==> config.mk <==
export PLATFORM = sky130hd
export DESIGN_NAME = fetch_stage_flat
export DESIGN_NICKNAME = d
export VERILOG_FILES = /design/src/rtl/fetch_stage_if.sv /design/src/rtl/fetch_stage.sv /design/src/flat_wrapper.sv
export SDC_FILE = /design/constraint.sdc
export NUM_CORES = 1
export LEC_CHECK = 0
export ABC_AREA = 1
export CORE_UTILIZATION = 41
export DETAILED_ROUTE_END_ITERATION = 8
export GPL_ROUTABILITY_DRIVEN = 0
export PLACE_DENSITY = 0.8
export SLEW_MARGIN = 25
export SYNTH_ARGS = -nofsm -noshare
export SYNTH_HDL_FRONTEND = slang
export SYNTH_SLANG_ARGS = --single-unit
==> constraint.sdc <==
create_clock -name clk -period 2.6 [get_ports clk]
set_clock_uncertainty 0.1 [all_clocks]
set_input_delay 0.26 -clock clk [delete_from_list [all_inputs] [get_ports clk]]
set_output_delay 0.26 -clock clk [all_outputs]
set_load 0.02 [all_outputs]
==> src/rtl/fetch_stage_if.sv <==
// ---------------------------------------------------------------------------
// fetch_stage_if
//   Instruction-memory request/response bus between the fetch stage and a
//   variable-latency instruction memory. One request is a single-cycle pulse
//   on imem_req carrying imem_addr; the memory answers one or more cycles
//   later with a single-cycle imem_rvalid pulse carrying imem_rdata.
//
//   Signals
//     imem_req     fetch -> mem   1     request pulse
//     imem_addr    fetch -> mem   XLEN  request address
//     imem_rvalid  mem -> fetch   1     response valid
//     imem_rdata   mem -> fetch   32    response instruction word
//
//   Modports
//     master : fetch stage side (drives req/addr)
//     slave  : memory side (drives rvalid/rdata)
// ---------------------------------------------------------------------------
interface fetch_stage_if #(
  parameter int XLEN = 32
);
  logic            imem_req;
  logic [XLEN-1:0] imem_addr;
  logic            imem_rvalid;
  logic [31:0]     imem_rdata;

  modport master (
    output imem_req,
    output imem_addr,
    input  imem_rvalid,
    input  imem_rdata
  );

  modport slave (
    input  imem_req,
    input  imem_addr,
    output imem_rvalid,
    output imem_rdata
  );
endinterface

==> src/rtl/fetch_stage.sv <==
// ---------------------------------------------------------------------------
// fetch_stage
//   Fetch stage of the pipelined core. Owns the fetch PC (PCF), issues at most
//   one outstanding request to a variable-latency instruction memory and fills
//   the IF/ID pipeline register (InstrD/PCD/PCPlus4D/ValidD). Fetch is
//   blocking, so the stage needs at least two cycles per instruction.
//
//   Redirects from execute (PCSrcE) take priority over both stalls: PCF jumps
//   to the target, the IF/ID register turns into a bubble, any buffered
//   instruction is dropped, and a response already in flight is discarded
//   when it eventually arrives.
//
//   Ports
//     clk         in   1     clock, rising edge
//     rst         in   1     synchronous reset, active-high
//     PCSrcE      in   2     00 sequential, 01 PC-relative, 10 JALR, 11 = 00
//     PCTargetE   in   XLEN  branch/JAL target
//     ALUResultE  in   XLEN  JALR target (bit 0 cleared here)
//     StallF      in   1     do not issue a new fetch
//     StallD      in   1     hold the IF/ID register
//     imem        master    instruction-memory bus (fetch_stage_if)
//     PCF         out  XLEN  current fetch PC
//     InstrD      out  32    IF/ID instruction
//     PCD         out  XLEN  IF/ID PC
//     PCPlus4D    out  XLEN  IF/ID PC+4
//     ValidD      out  1     IF/ID holds a real instruction
// ---------------------------------------------------------------------------
module fetch_stage #(
  parameter int              XLEN     = 32,
  parameter logic [XLEN-1:0] RESET_PC = '0
) (
  input  logic            clk,
  input  logic            rst,
  input  logic [1:0]      PCSrcE,
  input  logic [XLEN-1:0] PCTargetE,
  input  logic [XLEN-1:0] ALUResultE,
  input  logic            StallF,
  input  logic            StallD,
  fetch_stage_if.master   imem,
  output logic [XLEN-1:0] PCF,
  output logic [31:0]     InstrD,
  output logic [XLEN-1:0] PCD,
  output logic [XLEN-1:0] PCPlus4D,
  output logic            ValidD
);

  // addi x0, x0, 0 -- what a bubble decodes as
  localparam logic [31:0] NOP_INSTR = 32'h0000_0013;

  localparam logic [1:0] ST_IDLE    = 2'd0;  // ready to issue
  localparam logic [1:0] ST_WAIT    = 2'd1;  // request outstanding
  localparam logic [1:0] ST_DISCARD = 2'd2;  // outstanding request is stale
  localparam logic [1:0] ST_BUFFER  = 2'd3;  // response parked behind StallD

  logic [1:0]      state_reg, state_next;
  logic [XLEN-1:0] pc_reg, pc_next;

  logic [31:0]     instr_d_reg, instr_d_next;
  logic [XLEN-1:0] pc_d_reg, pc_d_next;
  logic [XLEN-1:0] pc_plus4_d_reg, pc_plus4_d_next;
  logic            valid_d_reg, valid_d_next;

  logic [31:0]     buf_instr_reg, buf_instr_next;
  logic [XLEN-1:0] buf_pc_reg, buf_pc_next;

  logic            redirect;
  logic [XLEN-1:0] target;
  logic [XLEN-1:0] pc_plus4;
  logic            load_fetch;   // IF/ID <= live response
  logic            load_buf;     // IF/ID <= buffered response
  logic            capture_buf;  // park live response in the buffer

  // -------------------------------------------------------------------------
  // Redirect decode. Encoding 11 is not a redirect.
  // -------------------------------------------------------------------------
  always_comb begin
    redirect = 1'b0;
    target   = pc_reg;
    case (PCSrcE)
      2'b01: begin
        redirect = 1'b1;
        target   = PCTargetE;
      end
      2'b10: begin
        redirect = 1'b1;
        target   = ALUResultE & ~XLEN'(1);
      end
      default: begin
        redirect = 1'b0;
        target   = pc_reg;
      end
    endcase
  end

  assign pc_plus4 = pc_reg + XLEN'(4);

  // -------------------------------------------------------------------------
  // Request issue: only from IDLE, never in the cycle a redirect arrives
  // (the address would already be stale) and never during reset.
  // -------------------------------------------------------------------------
  assign imem.imem_req  = !rst && (state_reg == ST_IDLE) && !redirect && !StallF;
  assign imem.imem_addr = pc_reg;

  // -------------------------------------------------------------------------
  // FSM and PC update. PCF stays on the address of the outstanding or
  // buffered instruction until that instruction is delivered into IF/ID,
  // so the response PC is always pc_reg.
  // -------------------------------------------------------------------------
  always_comb begin
    state_next     = state_reg;
    pc_next        = pc_reg;
    load_fetch     = 1'b0;
    load_buf       = 1'b0;
    capture_buf    = 1'b0;
    buf_instr_next = buf_instr_reg;
    buf_pc_next    = buf_pc_reg;

    case (state_reg)
      ST_IDLE: begin
        // imem_rvalid here is a protocol error and is ignored.
        if (redirect) begin
          pc_next = target;
        end else if (!StallF) begin
          state_next = ST_WAIT;
        end
      end

      ST_WAIT: begin
        if (redirect) begin
          pc_next    = target;
          // A response arriving with the redirect is simply dropped;
          // otherwise remember that the one still in flight is stale.
          state_next = imem.imem_rvalid ? ST_IDLE : ST_DISCARD;
        end else if (imem.imem_rvalid) begin
          if (!StallD) begin
            load_fetch = 1'b1;
            pc_next    = pc_plus4;
            state_next = ST_IDLE;
          end else begin
            capture_buf = 1'b1;
            state_next  = ST_BUFFER;
          end
        end
      end

      ST_DISCARD: begin
        if (redirect) begin
          pc_next = target;
        end
        // Leave as soon as the stale response has been swallowed, even if a
        // further redirect lands in the same cycle; waiting longer would
        // block on a response that will never come.
        if (imem.imem_rvalid) begin
          state_next = ST_IDLE;
        end
      end

      ST_BUFFER: begin
        // imem_rvalid here is a protocol error and is ignored.
        if (redirect) begin
          pc_next    = target;
          state_next = ST_IDLE;
        end else if (!StallD) begin
          load_buf   = 1'b1;
          pc_next    = pc_plus4;
          state_next = ST_IDLE;
        end
      end

      default: begin
        state_next = ST_IDLE;
      end
    endcase

    if (capture_buf) begin
      buf_instr_next = imem.imem_rdata;
      buf_pc_next    = pc_reg;
    end
  end

  // -------------------------------------------------------------------------
  // IF/ID register. When nothing is loaded: hold under StallD, otherwise
  // insert a bubble (ValidD=0) but leave the payload fields untouched.
  // -------------------------------------------------------------------------
  always_comb begin
    instr_d_next    = instr_d_reg;
    pc_d_next       = pc_d_reg;
    pc_plus4_d_next = pc_plus4_d_reg;
    valid_d_next    = valid_d_reg;

    if (load_fetch) begin
      instr_d_next    = imem.imem_rdata;
      pc_d_next       = pc_reg;
      pc_plus4_d_next = pc_plus4;
      valid_d_next    = 1'b1;
    end else if (load_buf) begin
      instr_d_next    = buf_instr_reg;
      pc_d_next       = buf_pc_reg;
      pc_plus4_d_next = buf_pc_reg + XLEN'(4);
      valid_d_next    = 1'b1;
    end else if (StallD && !redirect) begin
      valid_d_next    = valid_d_reg;
    end else begin
      valid_d_next    = 1'b0;
    end
  end

  // -------------------------------------------------------------------------
  // State registers
  // -------------------------------------------------------------------------
  always_ff @(posedge clk) begin
    if (rst) begin
      state_reg      <= ST_IDLE;
      pc_reg         <= RESET_PC;
      instr_d_reg    <= NOP_INSTR;
      pc_d_reg       <= '0;
      pc_plus4_d_reg <= '0;
      valid_d_reg    <= 1'b0;
      buf_instr_reg  <= NOP_INSTR;
      buf_pc_reg     <= '0;
    end else begin
      state_reg      <= state_next;
      pc_reg         <= pc_next;
      instr_d_reg    <= instr_d_next;
      pc_d_reg       <= pc_d_next;
      pc_plus4_d_reg <= pc_plus4_d_next;
      valid_d_reg    <= valid_d_next;
      buf_instr_reg  <= buf_instr_next;
      buf_pc_reg     <= buf_pc_next;
    end
  end

  assign PCF      = pc_reg;
  assign InstrD   = instr_d_reg;
  assign PCD      = pc_d_reg;
  assign PCPlus4D = pc_plus4_d_reg;
  assign ValidD   = valid_d_reg;

endmodule

==> src/flat_wrapper.sv <==
// flat-port wrapper written by rule: the top's interface ports become plain ports
module fetch_stage_flat 
#(
  parameter int              XLEN     = 32,
  parameter logic [XLEN-1:0] RESET_PC = '0
)
  (clk, rst, PCSrcE, PCTargetE, ALUResultE, StallF, StallD, PCF, InstrD, PCD, PCPlus4D, ValidD, imem_imem_req, imem_imem_addr, imem_imem_rvalid, imem_imem_rdata);
  fetch_stage_if #(.XLEN(XLEN)) imem_i ();
  input  logic clk;
  input  logic rst;
  input  logic [1:0] PCSrcE;
  input  logic [XLEN-1:0] PCTargetE;
  input  logic [XLEN-1:0] ALUResultE;
  input  logic StallF;
  input  logic StallD;
  output logic [XLEN-1:0] PCF;
  output logic [31:0] InstrD;
  output logic [XLEN-1:0] PCD;
  output logic [XLEN-1:0] PCPlus4D;
  output logic ValidD;
  output wire logic [$bits(imem_i.imem_req)-1:0] imem_imem_req;
  output wire logic [$bits(imem_i.imem_addr)-1:0] imem_imem_addr;
  input wire logic [$bits(imem_i.imem_rvalid)-1:0] imem_imem_rvalid;
  input wire logic [$bits(imem_i.imem_rdata)-1:0] imem_imem_rdata;
  assign imem_imem_req = imem_i.imem_req;
  assign imem_imem_addr = imem_i.imem_addr;
  assign imem_i.imem_rvalid = imem_imem_rvalid;
  assign imem_i.imem_rdata = imem_imem_rdata;
  fetch_stage #(.XLEN(XLEN), .RESET_PC(RESET_PC)) u_core (.clk(clk), .rst(rst), .PCSrcE(PCSrcE), .PCTargetE(PCTargetE), .ALUResultE(ALUResultE), .StallF(StallF), .StallD(StallD), .imem(imem_i), .PCF(PCF), .InstrD(InstrD), .PCD(PCD), .PCPlus4D(PCPlus4D), .ValidD(ValidD));
endmodule
# ---- Word-level counts from Yosys, hierarchy flattened
# Cells that the tools add are included.
dict set report totals {
  regBits 195
  inputBits 103
  out_inout_bits 162
  word_cells 72
}
dict set report op_classes {
  n_addsub 2
  eq_ne 12
  muxes 37
  n_reduce_logical 13
}
# op count
set op_table {}
lappend op_table {{2-to-1 mux 32 bit} 11}
lappend op_table {{one-hot mux 32 bit (3 select lines)} 1}
lappend op_table {{adder 32 x 3 -> 32 bit (second input constant)} 2}
lappend op_table {{one-hot mux 32 bit (2 select lines)} 1}
lappend op_table {{2-to-1 mux 2 bit} 9}
lappend op_table {{2-to-1 mux 1 bit} 14}
lappend op_table {{one-hot mux 2 bit (4 select lines)} 1}
lappend op_table {{== test 2 bit (second input constant)} 3}
lappend op_table {{inequality test 2 bit (second input constant)} 3}
lappend op_table {{inequality test 3 x 2 -> 1 bit (second input constant)} 2}
lappend op_table {{AND reduction 5 bit} 1}
lappend op_table {{== test 2 x 1 -> 1 bit (second input constant)} 2}
lappend op_table {{logical AND 1 bit} 4}
lappend op_table {{OR reduction 2 bit} 2}
lappend op_table {{zero test 1 bit} 3}
lappend op_table {{inequality test 3 x 1 -> 1 bit (second input constant)} 1}
lappend op_table {{zero test 2 bit} 1}
lappend op_table {{inequality test 2 x 1 -> 1 bit (second input constant)} 1}
lappend op_table {{AND reduction 2 bit} 1}
lappend op_table {{nonzero test 2 bit} 1}

# ---- Logic depth before layout (Yosys ltp)
# Gate-level depths: netlist of the first run.
dict set report depth {
  depth_word 8
  depth_mapped 13
  depth_no_buf 12
}

# ---- Least setup slack after synthesis of the first run
# No wires, ideal clock.
dict set report synth_path {
  path_type {register -> register}
  from {reg u_core.pc_reg[3] (netlist: u_core.PCF[3])}
  to {reg u_core.pc_plus4_d_reg[26] (netlist: u_core.PCPlus4D[26])}
  setup_ps 115
  arrival_time_ps 1726
  required_time_ps 2385
  setup_slack_ps 659
  stages_incl_launch_ff 13
  n_path_buf 0
  period_less_slack_ps 1941
  cell_sequence {dfxtp_1 ha_1 inv_1 nor2_1 nand2_1 inv_1 nand2_1 nand2_1 nand2_1 nand2_1 nand2_1 o21ai_0 inv_1}
}
dict set report synth_between {
  elab_chain_cells 2
}
# item line_no
set synth_rtl {}
lappend synth_rtl {{start, declared} fetch_stage.sv:56} ;# logic [XLEN-1:0] pc_reg, pc_next;
lappend synth_rtl {{start signal, assigned} fetch_stage.sv:223} ;# pc_reg <= pc_next;
lappend synth_rtl {{adder 32 x 3 -> 32 bit} fetch_stage.sv:95} ;# assign pc_plus4 = pc_reg + XLEN'(4);
lappend synth_rtl {{2-to-1 mux 32 bit} fetch_stage.sv:191} ;# if (load_fetch) begin
lappend synth_rtl {{end signal, assigned} fetch_stage.sv:226} ;# pc_plus4_d_reg <= pc_plus4_d_next;
lappend synth_rtl {{end, declared} fetch_stage.sv:60} ;# logic [XLEN-1:0] pc_plus4_d_reg, pc_plus4_d_next;
# No other way between the ends.
# A chain may end at the register's enable or synchronous reset.

# ---- Worst setup path after layout of the first run
dict set report layout_path {
  from {in PCSrcE[0]}
  to {out imem_imem_req}
}
dict set report layout_between {
  elab_chain_cells 6
  word_cells_on_any_way 7
  classes_between {eq/ne (2); mux (1); reduce/logical (4)}
}
# item line_no
set layout_rtl {}
lappend layout_rtl {{start, declared} flat_wrapper.sv:11} ;# input logic [1:0] PCSrcE;
lappend layout_rtl {{== test 2 x 1 -> 1 bit / == test 2 bit (equally long branches)} fetch_stage.sv:79} ;# case (PCSrcE)
lappend layout_rtl {{OR reduction 2 bit (no line) *} -}
lappend layout_rtl {{2-to-1 mux 1 bit *} fetch_stage.sv:79}
lappend layout_rtl {{zero test 1 bit *} fetch_stage.sv:101} ;# assign imem.imem_req = !rst && (state_reg == ST_IDLE) && !redirect && !StallF;
lappend layout_rtl {{logical AND 1 bit * (2 in series)} fetch_stage.sv:101}
lappend layout_rtl {{end, declared} flat_wrapper.sv:21} ;# output wire logic [$bits(imem_i.imem_req)-1:0] imem_imem_req;
# Every way passes the cells marked *; elsewhere a longest branch is shown, timed or not.

==> results of run 1 <==
cell type report:
class / count / share of cell area (%)
Sequential cell: 193 / 29.49
Inverter: 84 / 2.407
Timing Repair Buffer: 304 / 23.65
Clock buffer: 18 / 3.352
Tap cell: 313 / 2.989
Multi-Input combinational cell: 998 / 36.87
Clock inverter: 14 / 1.242
cell families after synthesis:
| kind of cell | Yosys count | synth area share, % |
|---|---|---|
| AND/OR/NAND/NOR | 619 | 26.21 |
| AO/OA/AOI/OAI | 354 | 21.36 |
| buffers and inverters | 197 | 9.971 |
| flip-flops | 193 | 40.04 |
| XOR/XNOR | 21 | 1.906 |
| adder cells (fa/ha/maj) | 4 | 0.5187 |
where the power goes:
| part | leakage (nW) | switching [mW] | internal (mW) |
|---|---|---|---|
| Combinational | 2.96 | 1.17 | 0.878 |
| Clock | 0.291 | 1.28 | 1.40 |
| Sequential | 1.56 | 0.349 | 3.16 |
| Total | 4.81 | 2.80 | 5.44 |
final timing paths:
| kind | cells past startpoint | startpoint | slack [ns] | endpoint |
|---|---|---|---|---|
| worst min-delay path | 3 | PCTargetE[1] | 0.30 | u_core.PCF[1]$_SDFFE_PP0P_ |
| worst min register to register | 2 | u_core.PCD[5]$_SDFFE_PP0P_ | 0.37 | u_core.PCD[5]$_SDFFE_PP0P_ |
| worst max-delay path | 6 | PCSrcE[0] | 0.12 | imem_imem_req |
| worst max register to register | 12 | register | 0.18 | u_core.PCPlus4D[26]$_SDFFE_PP0P_ |
worst max-delay path: cells and delay by family:
kind / cells / cell delay, ns
adders and majority gates: 1 / 0.36
and+or+nand+nor: 1 / 0.22
buffers and inverters: 4 / 1.27
synthesized netlist by cell type:
library cell and n:
buf_6 1, o21ai_0 117, a22oi_1 76, dfxtp_1 193, nor2_4 3, a221oi_1 7
inv_1 75, ha_1 4, buf_2 33, o2bb2ai_1 3, or2_2 4, inv_2 9
nor2_2 7, clkbuf_2 1, o21bai_1 2, xnor2_1 5, nor2_1 188, nand3_2 1
a211oi_1 2, o211ai_1 3, o22ai_1 2, buf_1 4, nand3b_1 6, nand2_1 337
a21oi_1 113, a21boi_0 1, nand2_2 6, clkbuf_1 28, xor2_1 16, buf_4 46
a22o_1 1, nand3_4 1, nor3_1 2, o311ai_1 1, o21ai_1 1, nor3_2 1
nand3_1 55, a31oi_1 25, nand4_1 8
layer usage:
| layer | global-route usage, % | vias to the layer above |
|---|---|---|
| li1 | - | 5015 |
| met1 | 35.83 | 4950 |
| met2 | 44.97 | 665 |
| met3 | 6.852 | 107 |
| met4 | 11.72 | 0 |
| met5 | 0 | - |
per-stage QoR:
step	cell area, µm²	setup WS [ns]	power (mW)	util (%)
after floorplan	9649	0.6586	4.578	-
after global placement	12500	0.07127	5.532	54.70
after detailed placement	12500	0.03705	5.560	54.70
after CTS	13100	0.1030	8.217	57.34
after global routing	13100	0.05300	8.542	57.34
final	13100	0.1198	8.240	57.34
==> summary.txt, run 1 <==
Global route
  – Vias in the first global route: a little under 10000
  – First-pass GRT wire length: 52630 µm
  – Tot GR Track Use: roughly 28%
  – Remaining global-route overflow: 0
  – Initial antenna violation count: 0
  – Largest net degree at the start of global routing: approximately 110

Run status
  – Outcome: completed

Layout
  – Commonest non-fill, non-tap cell in the layout: nand2_1
  – Ant. Diodes: 0
  – Reg area: between 3000 and 4000 µm²
  – Area Overhead vs Synth: 35.76%
  – Fill count: approximately 2100
  – Fin cells: 1924
  – Multi-input gate area: around 4800 µm²
  – Layout Nets: roughly 1700
  – Share of layout cells above drive strength 1: around 6.6%
  – Leading cell types in the layout, fill and taps excluded: nand2_1, clkdlybuf4s50_1, dfxtp_1, nor2_1, o21ai_0

Worst setup path
  – Crit Path Category: input port to output port
  – Data required time of the critical path: between 2 and 2.5 ns
  – Max stage delay on crit path: between 0.6 and 0.7 ns
  – Most common cell on crit path: clkdlybuf4s50_1
  – Crit Path Max Fanout: 5
  – Crit end category: output port
  – CP startpoint kind: input port
  – Slowest stage cell, crit path: clkdlybuf4s50_1
  – CP Cell Sequence: clkdlybuf4s50_1 > inv_1 > ha_1 > inv_2 > nor3_1 > clkdlybuf4s50_1
  – CP arrival: approximately 2.1 ns

Timing
  – Finish-stage setup viols: 0
  – Worst hold margin: between 0.3 and 0.4 ns
  – Sum Neg Setup Slack: 0 ns
  – Measured slew at the worst slew-check pin: a little under 0.9 ns
  – Final period utilization: 95.39%
  – Final hold violation count: 0
  – Fmax: between 400 and 500 MHz
  – Worst rel slew slack: between 40% and 50%
  – Max-slew violation count: 0
  – Final min period: between 2 and 2.5 ns
  – RSZ-0062 raised after global routing: no

Drt
  – 1st-iter DRT viols: 1392
  – Routed vias/inst: approximately 5.6
  – Routed WL: ~34000 µm
  – Metal-1 WL: approximately 14000 µm
  – WL met2: roughly 16000 µm
  – Remaining DRCs: 0
  – Routed Antenna Nets: 0
  – First drt pass iteration count: 8
  – Wire per inst: between 15 and 20 µm
  – Highest Signal Layer: met4
  – WL met3: roughly 3800 µm
  – DR vias: approximately 11000

CTS
  – CTS Buf Count: 17
  – H-tree lvl count: 4
  – CTS tree: done
  – Post-CTS Resized: 0
  – Worst-Skew Late Latency: 0.44 ns
  – CTS max path bufs: 2
  – Clock root buffer master: clkbuf_16
  – Clk pin slew, worst setup/hold paths: ~0.080 ns
  – Clock sinks: roughly 190
  – Post-CTS setup buffers: 0
  – Hold buffer count at CTS: 0

Yosys
  – Top cells by area, synth: dfxtp_1, nand2_1, nor2_1
  – Cells after Synth: roughly 1400
  – Synth area leader: dfxtp_1
  – Synth warn: 0
  – Net Count, Synth: 1495
  – Synth unique cells: 39
  – Share of the synthesized area in the top cell type: around 40%
  – Avg Cell Area, Syn: ~7.0 µm²
  – Sequential cell area fraction in the yosys report: between 40% and 50%
  – Register bit total from synthesis: between 150 and 200
  – Mapped cell area: 9649 µm²

Die
  – Rows: 55
  – Core Box Area: about 23000 µm²
  – Die Y: between 150 and 200 µm
  – Die X: ~160 µm
  – # IOs: roughly 270
  – Die ar.: around 24000 µm²
  – Initial Utilization: a little over two fifths

Placement
  – Placed insts: 1892
  – Port-buffer cells: ~260
  – Detailed placer's ending HPWL: ~25000 µm

Power and ir drop
  – Power per cell area: 629.0 nW/µm²
  – Leak: 4.813 nW
  – Peak supply drop: 432.1 µV

Job
  – Max-cap violations: 0

Min path
  – Min-delay worst type: input port to register
Note: power is estimated with default switching activity, not from simulation.
==> run 2, diff against run 1 <==
--- a/config.mk
+++ b/config.mk
@@ -7,6 +7,7 @@
 export LEC_CHECK = 0
 export ABC_AREA = 1
 export CORE_UTILIZATION = 41
+export CTS_CLUSTER_SIZE = 24
 export DETAILED_ROUTE_END_ITERATION = 8
 export GPL_ROUTABILITY_DRIVEN = 0
 export PLACE_DENSITY = 0.8
==> results of run 2 <==
Final layout, timing and power as in run 1 (identical DEF).
